### src/rtl/button_event_if.sv
// Clean-button interface: debounced level toward the decoder, event pulses back
// to the application side.
interface button_event_if;
  logic btn;
  logic press_pulse;
  logic release_pulse;
  logic single_click;
  logic double_click;
  logic long_press;
  logic held;

  modport master (
    output btn,
    input  press_pulse,
    input  release_pulse,
    input  single_click,
    input  double_click,
    input  long_press,
    input  held
  );

  modport slave (
    input  btn,
    output press_pulse,
    output release_pulse,
    output single_click,
    output double_click,
    output long_press,
    output held
  );
endinterface

### src/rtl/button_event_decoder.sv
// Turns a clean, clk-synchronous button level into registered one-clock event pulses:
// press, release, single click, double click and long press.
module button_event_decoder #(
  parameter int unsigned CLK_HZ      = 12_000_000,
  parameter int unsigned LONG_MS     = 1000,
  parameter int unsigned DOUBLE_MS   = 300,
  parameter bit          ACTIVE_HIGH = 1'b1
) (
  input  logic          clk,
  input  logic          rst_n,
  button_event_if.slave bus
);

  localparam int unsigned LONG_T = (CLK_HZ / 1000) * LONG_MS;
  localparam int unsigned DBL_T  = (CLK_HZ / 1000) * DOUBLE_MS;
  localparam int unsigned MAX_T  = (LONG_T > DBL_T) ? LONG_T : DBL_T;
  localparam int unsigned CW     = $clog2(MAX_T + 1);

  localparam logic [CW-1:0] LongEnd = CW'(LONG_T - 1);
  localparam logic [CW-1:0] DblEnd  = CW'(DBL_T - 1);
  localparam logic [CW-1:0] CntMax  = {CW{1'b1}};

  typedef enum logic [2:0] {
    StIdle,
    StPress1,
    StGap,
    StPress2,
    StLong
  } state_e;

  state_e        state_q, state_d;
  logic [CW-1:0] cnt_q, cnt_d, cnt_inc;
  logic          p, p_q, rise, fall;
  logic          press_q, release_q, single_q, single_d, double_q, double_d, long_q, long_d;

  // Normalise polarity so p=1 always means pressed.
  assign p    = bus.btn ^ ~ACTIVE_HIGH;
  assign rise = p & ~p_q;
  assign fall = ~p & p_q;

  assign cnt_inc = (cnt_q == CntMax) ? cnt_q : cnt_q + CW'(1);

  always_comb begin
    state_d  = state_q;
    cnt_d    = cnt_q;
    single_d = 1'b0;
    double_d = 1'b0;
    long_d   = 1'b0;
    case (state_q)
      StIdle: begin
        if (rise) begin
          state_d = StPress1;
          cnt_d   = '0;
        end
      end
      StPress1: begin
        if (fall) begin
          state_d = StGap;
          cnt_d   = '0;
        end else if (cnt_q == LongEnd) begin
          long_d  = 1'b1;
          state_d = StLong;
        end else begin
          cnt_d = cnt_inc;
        end
      end
      StLong: begin
        if (fall) state_d = StIdle;
      end
      StGap: begin
        // A second press on the timeout cycle still counts as a double click.
        if (rise) begin
          double_d = 1'b1;
          state_d  = StPress2;
        end else if (cnt_q == DblEnd) begin
          single_d = 1'b1;
          state_d  = StIdle;
        end else begin
          cnt_d = cnt_inc;
        end
      end
      StPress2: begin
        if (fall) state_d = StIdle;
      end
      default: state_d = StIdle;
    endcase
  end

  always_ff @(posedge clk or negedge rst_n) begin
    if (!rst_n) begin
      state_q   <= StIdle;
      cnt_q     <= '0;
      p_q       <= 1'b0;
      press_q   <= 1'b0;
      release_q <= 1'b0;
      single_q  <= 1'b0;
      double_q  <= 1'b0;
      long_q    <= 1'b0;
    end else begin
      state_q   <= state_d;
      cnt_q     <= cnt_d;
      p_q       <= p;
      press_q   <= rise;
      release_q <= fall;
      single_q  <= single_d;
      double_q  <= double_d;
      long_q    <= long_d;
    end
  end

  assign bus.press_pulse   = press_q;
  assign bus.release_pulse = release_q;
  assign bus.single_click  = single_q;
  assign bus.double_click  = double_q;
  assign bus.long_press    = long_q;
  assign bus.held          = p_q;

endmodule

### src/flat_wrapper.sv
// flat-port wrapper written by rule: the top's interface ports become plain ports
module button_event_decoder_flat 
#(
  parameter int unsigned CLK_HZ      = 12_000_000,
  parameter int unsigned LONG_MS     = 1000,
  parameter int unsigned DOUBLE_MS   = 300,
  parameter bit          ACTIVE_HIGH = 1'b1
)
  (clk, rst_n, bus_btn, bus_press_pulse, bus_release_pulse, bus_single_click, bus_double_click, bus_long_press, bus_held);
  button_event_if bus_i ();
  input  logic clk;
  input  logic rst_n;
  input wire logic [$bits(bus_i.btn)-1:0] bus_btn;
  output wire logic [$bits(bus_i.press_pulse)-1:0] bus_press_pulse;
  output wire logic [$bits(bus_i.release_pulse)-1:0] bus_release_pulse;
  output wire logic [$bits(bus_i.single_click)-1:0] bus_single_click;
  output wire logic [$bits(bus_i.double_click)-1:0] bus_double_click;
  output wire logic [$bits(bus_i.long_press)-1:0] bus_long_press;
  output wire logic [$bits(bus_i.held)-1:0] bus_held;
  assign bus_i.btn = bus_btn;
  assign bus_press_pulse = bus_i.press_pulse;
  assign bus_release_pulse = bus_i.release_pulse;
  assign bus_single_click = bus_i.single_click;
  assign bus_double_click = bus_i.double_click;
  assign bus_long_press = bus_i.long_press;
  assign bus_held = bus_i.held;
  button_event_decoder #(.CLK_HZ(CLK_HZ), .LONG_MS(LONG_MS), .DOUBLE_MS(DOUBLE_MS), .ACTIVE_HIGH(ACTIVE_HIGH)) u_core (.clk(clk), .rst_n(rst_n), .bus(bus_i));
endmodule
### config.mk
export PLATFORM = sky130hd
export DESIGN_NAME = button_event_decoder_flat
export DESIGN_NICKNAME = d
export VERILOG_FILES = /design/src/rtl/button_event_if.sv /design/src/rtl/button_event_decoder.sv /design/src/flat_wrapper.sv
export SDC_FILE = /design/constraint.sdc
export NUM_CORES = 1
export LEC_CHECK = 0
export BUFFER_PORTS_ARGS = -buffer_cell sky130_fd_sc_hd__clkbuf_2
export CAP_MARGIN = 20
export CORE_ASPECT_RATIO = 0.6
export CORE_UTILIZATION = 60
export CTS_CLUSTER_SIZE = 20
export DETAILED_ROUTE_END_ITERATION = 10
export PLACE_DENSITY = 0.78
export SETUP_SLACK_MARGIN = 0.15
export SLEW_MARGIN = 40
export SYNTH_ARGS = -nofsm -noshare
export SYNTH_HDL_FRONTEND = slang
export SYNTH_SLANG_ARGS = --single-unit
### constraint.sdc
create_clock -name clk -period 2.69 [get_ports clk]
set_input_delay 0.1345 -clock clk [delete_from_list [all_inputs] [get_ports clk]]
set_output_delay 0.1345 -clock clk [all_outputs]
set_load 0.02 [all_outputs]
; Word-level counts from Yosys, hierarchy flattened
; Cells that the tools add are included.
[classes]
add_sub_neg = 1
n_eq_ne = 14
muxes = 22
bitwise_logic = 4
n_reduce_logical = 5
[ops]
columns = cell, n
row1 = $mux 24, 6
row2 = $pmux 24 s3, 1
row3 = $eq 24x24->1 const B, 2
row4 = $add 24x1->24 const B, 1
row5 = $eq 24x22->1 const B, 1
row6 = $mux 3, 6
row7 = $pmux 3 s4, 1
row8 = $mux 1, 8
row9 = $eq 3x2->1 const B, 2
row10 = $ne 3x1->1 const B, 2
row11 = $reduce_and 5->1, 1
row12 = $ne 2x1->1 const B, 2
row13 = $ne 2x2->1 const B, 2
row14 = $reduce_and 4->1, 1
row15 = $eq 3x1->1 const B, 1
row16 = $eq 3x3->1 const B, 1
row17 = $logic_not 3->1, 1
row18 = $ne 3x2->1 const B, 1
row19 = $reduce_bool 3->1, 1
row20 = $and 1x1->1, 2
row21 = $not 1->1, 2
row22 = $reduce_or 2->1, 1
[totals]
ff_bits = 33
input_bits = 3
out_inout_bits = 6
wordCells = 54

; Longest topological paths before layout
[depth]
word_depth = 5
mapped_depth = 9
mapped_depth_nobuf = 7

; Worst setup path after synthesis
; OpenSTA, ideal clock, no wires.
[synth_timing]
path_type = reg2reg
startpoint = register u_core.cnt_q[7]
endpoint = register u_core.cnt_q[5]
setup_ns = 0.121
arrival_ns = 1.920
required_time_ns = 2.569
setup_slack_ns = 0.648
stages_incl_launch_ff = 9
n_path_buf = 2
period_less_slack_ns = 2.042
path_cell_list = dfrtp_1 or4b_4 nor4_4 nand3_2 nand3_2 buf_6 buf_8 nor2_1 o22a_1
[synth_between]
elab_chain_cells = 5
word_cells_on_any_way = 12
classes_between = eq/ne (5) / mux (6) / reduce/logical (1)
[synth_lines]
columns = item, line_no
row1 = start: declaration, button_event_decoder.sv:32  ; logic [CW-1:0] cnt_q, cnt_d, cnt_inc;
row2 = start signal: assignment, button_event_decoder.sv:101  ; cnt_q <= cnt_d;
row3 = $eq 24x24->1, button_event_decoder.sv:41  ; assign cnt_inc = (cnt_q == CntMax) ? cnt_q : cnt_q + CW'(1);
row4 = $mux 24, button_event_decoder.sv:41
row5 = $mux 24 (on tied branches), "button_event_decoder.sv:75, button_event_decoder.sv:60"
row6 = $mux 24 (on tied branches), "button_event_decoder.sv:72, button_event_decoder.sv:57"
row7 = $pmux 24 s3, button_event_decoder.sv:49  ; case (state_q)
; Parallel ways exist; a longest one is shown, timed or not. The select of a mux whose other input is x is not followed.
; A chain may end at the register's enable or synchronous reset.

; Worst setup path in the final report
[layout_timing]
startpoint = register u_core.p_q, in the netlist u_core.bus.held
endpoint = register u_core.cnt_q[17]
[layout_between]
elab_chain_cells = 4
word_cells_on_any_way = 9
classes_between = eq/ne (3) / mux (2) / bitwise (3) / reduce/logical (1)
[layout_lines]
columns = item, line_no
row1 = start: declaration, button_event_decoder.sv:33  ; logic p, p_q, rise, fall;
row2 = start signal: assignment, button_event_decoder.sv:102  ; p_q <= p;
row3 = $not 1->1, button_event_decoder.sv:38  ; assign rise = p & ~p_q;
row4 = $and 1x1->1, button_event_decoder.sv:38
row5 = $ne 2x2->1 (no source line) / $ne 2x1->1 (equally long branches), n/a
row6 = $reduce_and 5->1 (no source line), n/a
; Parallel ways exist; a longest one is shown, timed or not.

==> impl_metrics.json <==
{
  "vias_per_cell": 6.49,
  "ff_latch_area_um2": 826,
  "slew_viol_final": 0,
  "grt_pass1_vias": 1434,
  "max_cap_viol_count": 0,
  "areaGrowthSynthToFinish_pct": 8.97,
  "fin_crit_sh_pct": 87.3,
  "cp-start-kind": "flip-flop",
  "wirelength_um": 4130,
  "fmax_mhz": 426,
  "synth_edf_count": 0,
  "synth_top_family_by_area": "simple AND/OR/NAND/NOR gates",
  "rsz0062_at_grt": "no",
  "hold_violations": 0,
  "ys.flop_type": "dfrtp_1",
  "p_leak_uw": 0.000855,
  "cpMaxStageDelayCell": "or4_1",
  "synth.net_count": 199,
  "crit_required_ns": 2.90,
  "nFillCells": 220,
  "critPathTopFamily": "simple AND/OR/NAND/NOR gates",
  "status": "complete, no violations",
  "clockRootBuffer": "clkbuf_8",
  "synth_xor_xnor_area_share_pct": 1.43,
  "die_x_um": 73.5,
  "num_vias": 1623,
  "cp.arrival_ns": 2.56,
  "cp_max_fo": 21,
  "finalPower_uw": 1260,
  "muxShareOfSynthArea_pct": 1.09,
  "drt_pass1_iterations": 4,
  "first_iter_violations": 168,
  "tightest_slew_ns": 0.718,
  "wl_per_cell_um": 16.5,
  "timing.critical_path.cells": "nor2b_2 -> nor3_1 -> nor3b_4 -> nand3_2 -> or4_1 -> a21oi_1",
  "synth_simple_gate_area_share_pct": 34.2,
  "initial_core_util_pct": 63.7,
  "skew_ns": 0.00544,
  "ant_nets": 0,
  "syn-instance-count": 195,
  "ys_seq_area_share_pct": 44.8,
  "syn_area_mm2": 0.00184,
  "peakVddDrop_uv": 469,
  "cp_num_buf_inv": 0,
  "final_core_util_pct": 69.4,
  "grt_remaining_overflow": 0,
  "nets": 211,
  "die_y_um": 44.9,
  "p_per_area_mw_per_mm2": 627,
  "setup-tns-final_ns": 0,
  "antenna_cells": 0,
  "cts_tree": "done",
  "synth_fa_ha_area_share_pct": 0.679,
  "path_class": "flip-flop to flip-flop",
  "htreeDepth": 2,
  "cts_buffer_depth": 2,
  "async_flop_share_pct": 100,
  "period_needed_ns": 2.35,
  "synth_top_area_share_pct": 44.8,
  "holdCritPathClass": "primary input to flip-flop",
  "rows": 15,
  "slew_headroom_pct": 52.1,
  "synth_top_cell_by_area": "dfrtp_1",
  "whs_ns": 0.181,
  "numCtsBuffers": 5,
  "antenna_found_initial": 0,
  "gp_congestion": 0.914,
  "cts.sinks": 33,
  "place_hpwl_um": 2990,
  "dieArea_mm2": 0.00330,
  "cpPeakStageDelay_ns": 0.61,
  "yosysWarnings": 0,
  "dp.cells": 240,
  "multi_input_area_um2": 951,
  "finalSetupViolCount": 0,
  "grt_pass1_wl_um": 6820,
  "ys_types": 42,
  "grt_max_degree": 34,
  "io_buffers": 8,
  "drc": 0,
  "end_kind": "flip-flop",
  "track_usage_pct": 28.7,
  "core-area_mm2": 0.00289,
  "synth_compound_area_share_pct": 14.1,
  "synth_area_leaders": "dfrtp_1, a21oi_1, nand4_1",
  "avgSynthCellArea_um2": 9.44,
  "layout-drive-gt1-share_pct": 12.5,
  "io_pins": 9,
  "final-instance-count-excl-fill": 250,
  "synth_seq_cells": 33,
  "clock_latency_ns": 0.29,
  "clk_pin_slew_ns": 0.06
}
layout make-up:
type | instances | share of cell area, %
tap | 42 | 2.62
sequential | 33 | 41.1
timing repair buffer | 13 | 4.11
multi-input combinational | 150 | 47.4
inverter | 4 | 0.748
clock buffer | 8 | 3.99
report_power, final:
| part | total [uW] | switching [uW] | internal [uW] |
|---|---|---|---|
| combinational | 326 | 218 | 108 |
| sequential | 572 | 44.5 | 528 |
| clock | 360 | 176 | 184 |
synth_stat cells, types with 2 or more instances:
library cell,n
o21ai_0,7
or3_1,10
and3_1,5
nand2_1,17
nand3_1,8
clkbuf_1,3
o211ai_1,4
mux2i_1,2
inv_1,4
o31ai_1,5
dfrtp_1,33
and4_1,2
o21ai_1,3
nand2b_1,2
nand4b_1,4
xor2_1,3
buf_2,3
or4_1,9
nor3_1,6
and2_1,3
nand4_1,11
nor2_1,12
nand3b_1,2
nand3_2,3
a21oi_1,17
sequential cells by signal, summed over array words and instances, names as in the netlist:
| name | flops |
|---|---|
| u_core.bus.release_pulse | 1 |
| u_core.bus.press_pulse | 1 |
| u_core.bus.double_click | 1 |
| u_core.bus.long_press | 1 |
| u_core.bus.single_click | 1 |
| u_core.state_q | 3 |
| u_core.cnt_q | 24 |
| u_core.bus.held | 1 |
metal layers:
layer  track usage [%]  wire, um
met1              38.7      1900
met2              44.8      1860
met3              6.92       294
met4              12.7        74
met5                 0         0
final timing paths:
path | from | to | slack, ns | cells after the start
max reg2reg | u_core.bus.held$_DFF_PN0_ | u_core.cnt_q[17]$_DFFE_PN0P_ | 0.34 | 6
min reg2reg | u_core.bus.held$_DFF_PN0_ | u_core.bus.press_pulse$_DFF_PN0_ | 0.53 | 1
max | u_core.bus.held$_DFF_PN0_ | u_core.cnt_q[17]$_DFFE_PN0P_ | 0.34 | 6
max in group asynchronous | rst_n | u_core.cnt_q[14]$_DFFE_PN0P_ | 1.80 | 2
min | bus_btn | u_core.bus.press_pulse$_DFF_PN0_ | 0.18 | 2
min in group asynchronous | rst_n | u_core.cnt_q[6]$_DFFE_PN0P_ | 0.43 | 2
kinds of logic after synthesis:
| kind of cell | count (synthesis) |
|---|---|
| and+or+nand+nor | 102 |
| DFF | 33 |
| AOI/OAI and AO/OA | 42 |
| xor gates and xnor gates | 3 |
| buffers and inverters | 12 |
| adders and majority gates | 1 |
| muxes | 2 |
through the flow:
stage          setup slack [ns]  area, um^2
5_1_grt                   0.171        2010
6_report                  0.342        2010
2_1_floorplan             0.648        1840
3_5_place_dp              0.222        1900
4_1_cts                   0.211        2000
3_3_place_gp              0.394        1900
cells in the final DEF, fill, tap and decap left out, types with 4 or more instances in the layout:
cell type | synthesis | layout
nand3_1 | 8 | 8
dfrtp_1 | 33 | 33
nor2_1 | 12 | 12
nand2_1 | 17 | 17
clkbuf_2 | 0 | 7
o211ai_1 | 4 | 4
a21oi_1 | 17 | 17
and3_1 | 5 | 5
inv_1 | 4 | 4
nand4_1 | 11 | 11
or3_1 | 10 | 10
or4_1 | 9 | 9
o31ai_1 | 5 | 5
nand4b_1 | 4 | 4
o21ai_0 | 7 | 7
nor3_1 | 6 | 6
clkbuf_8 | 0 | 5
repair_timing:
action	4_1_cts	5_1_grt
hold buffers	2	0
gates resized for setup	0	1
setup buffers	0	0
hold endpoints to repair	34	0
setup endpoints to repair	0	7
(Power assumes the default switching activity.)
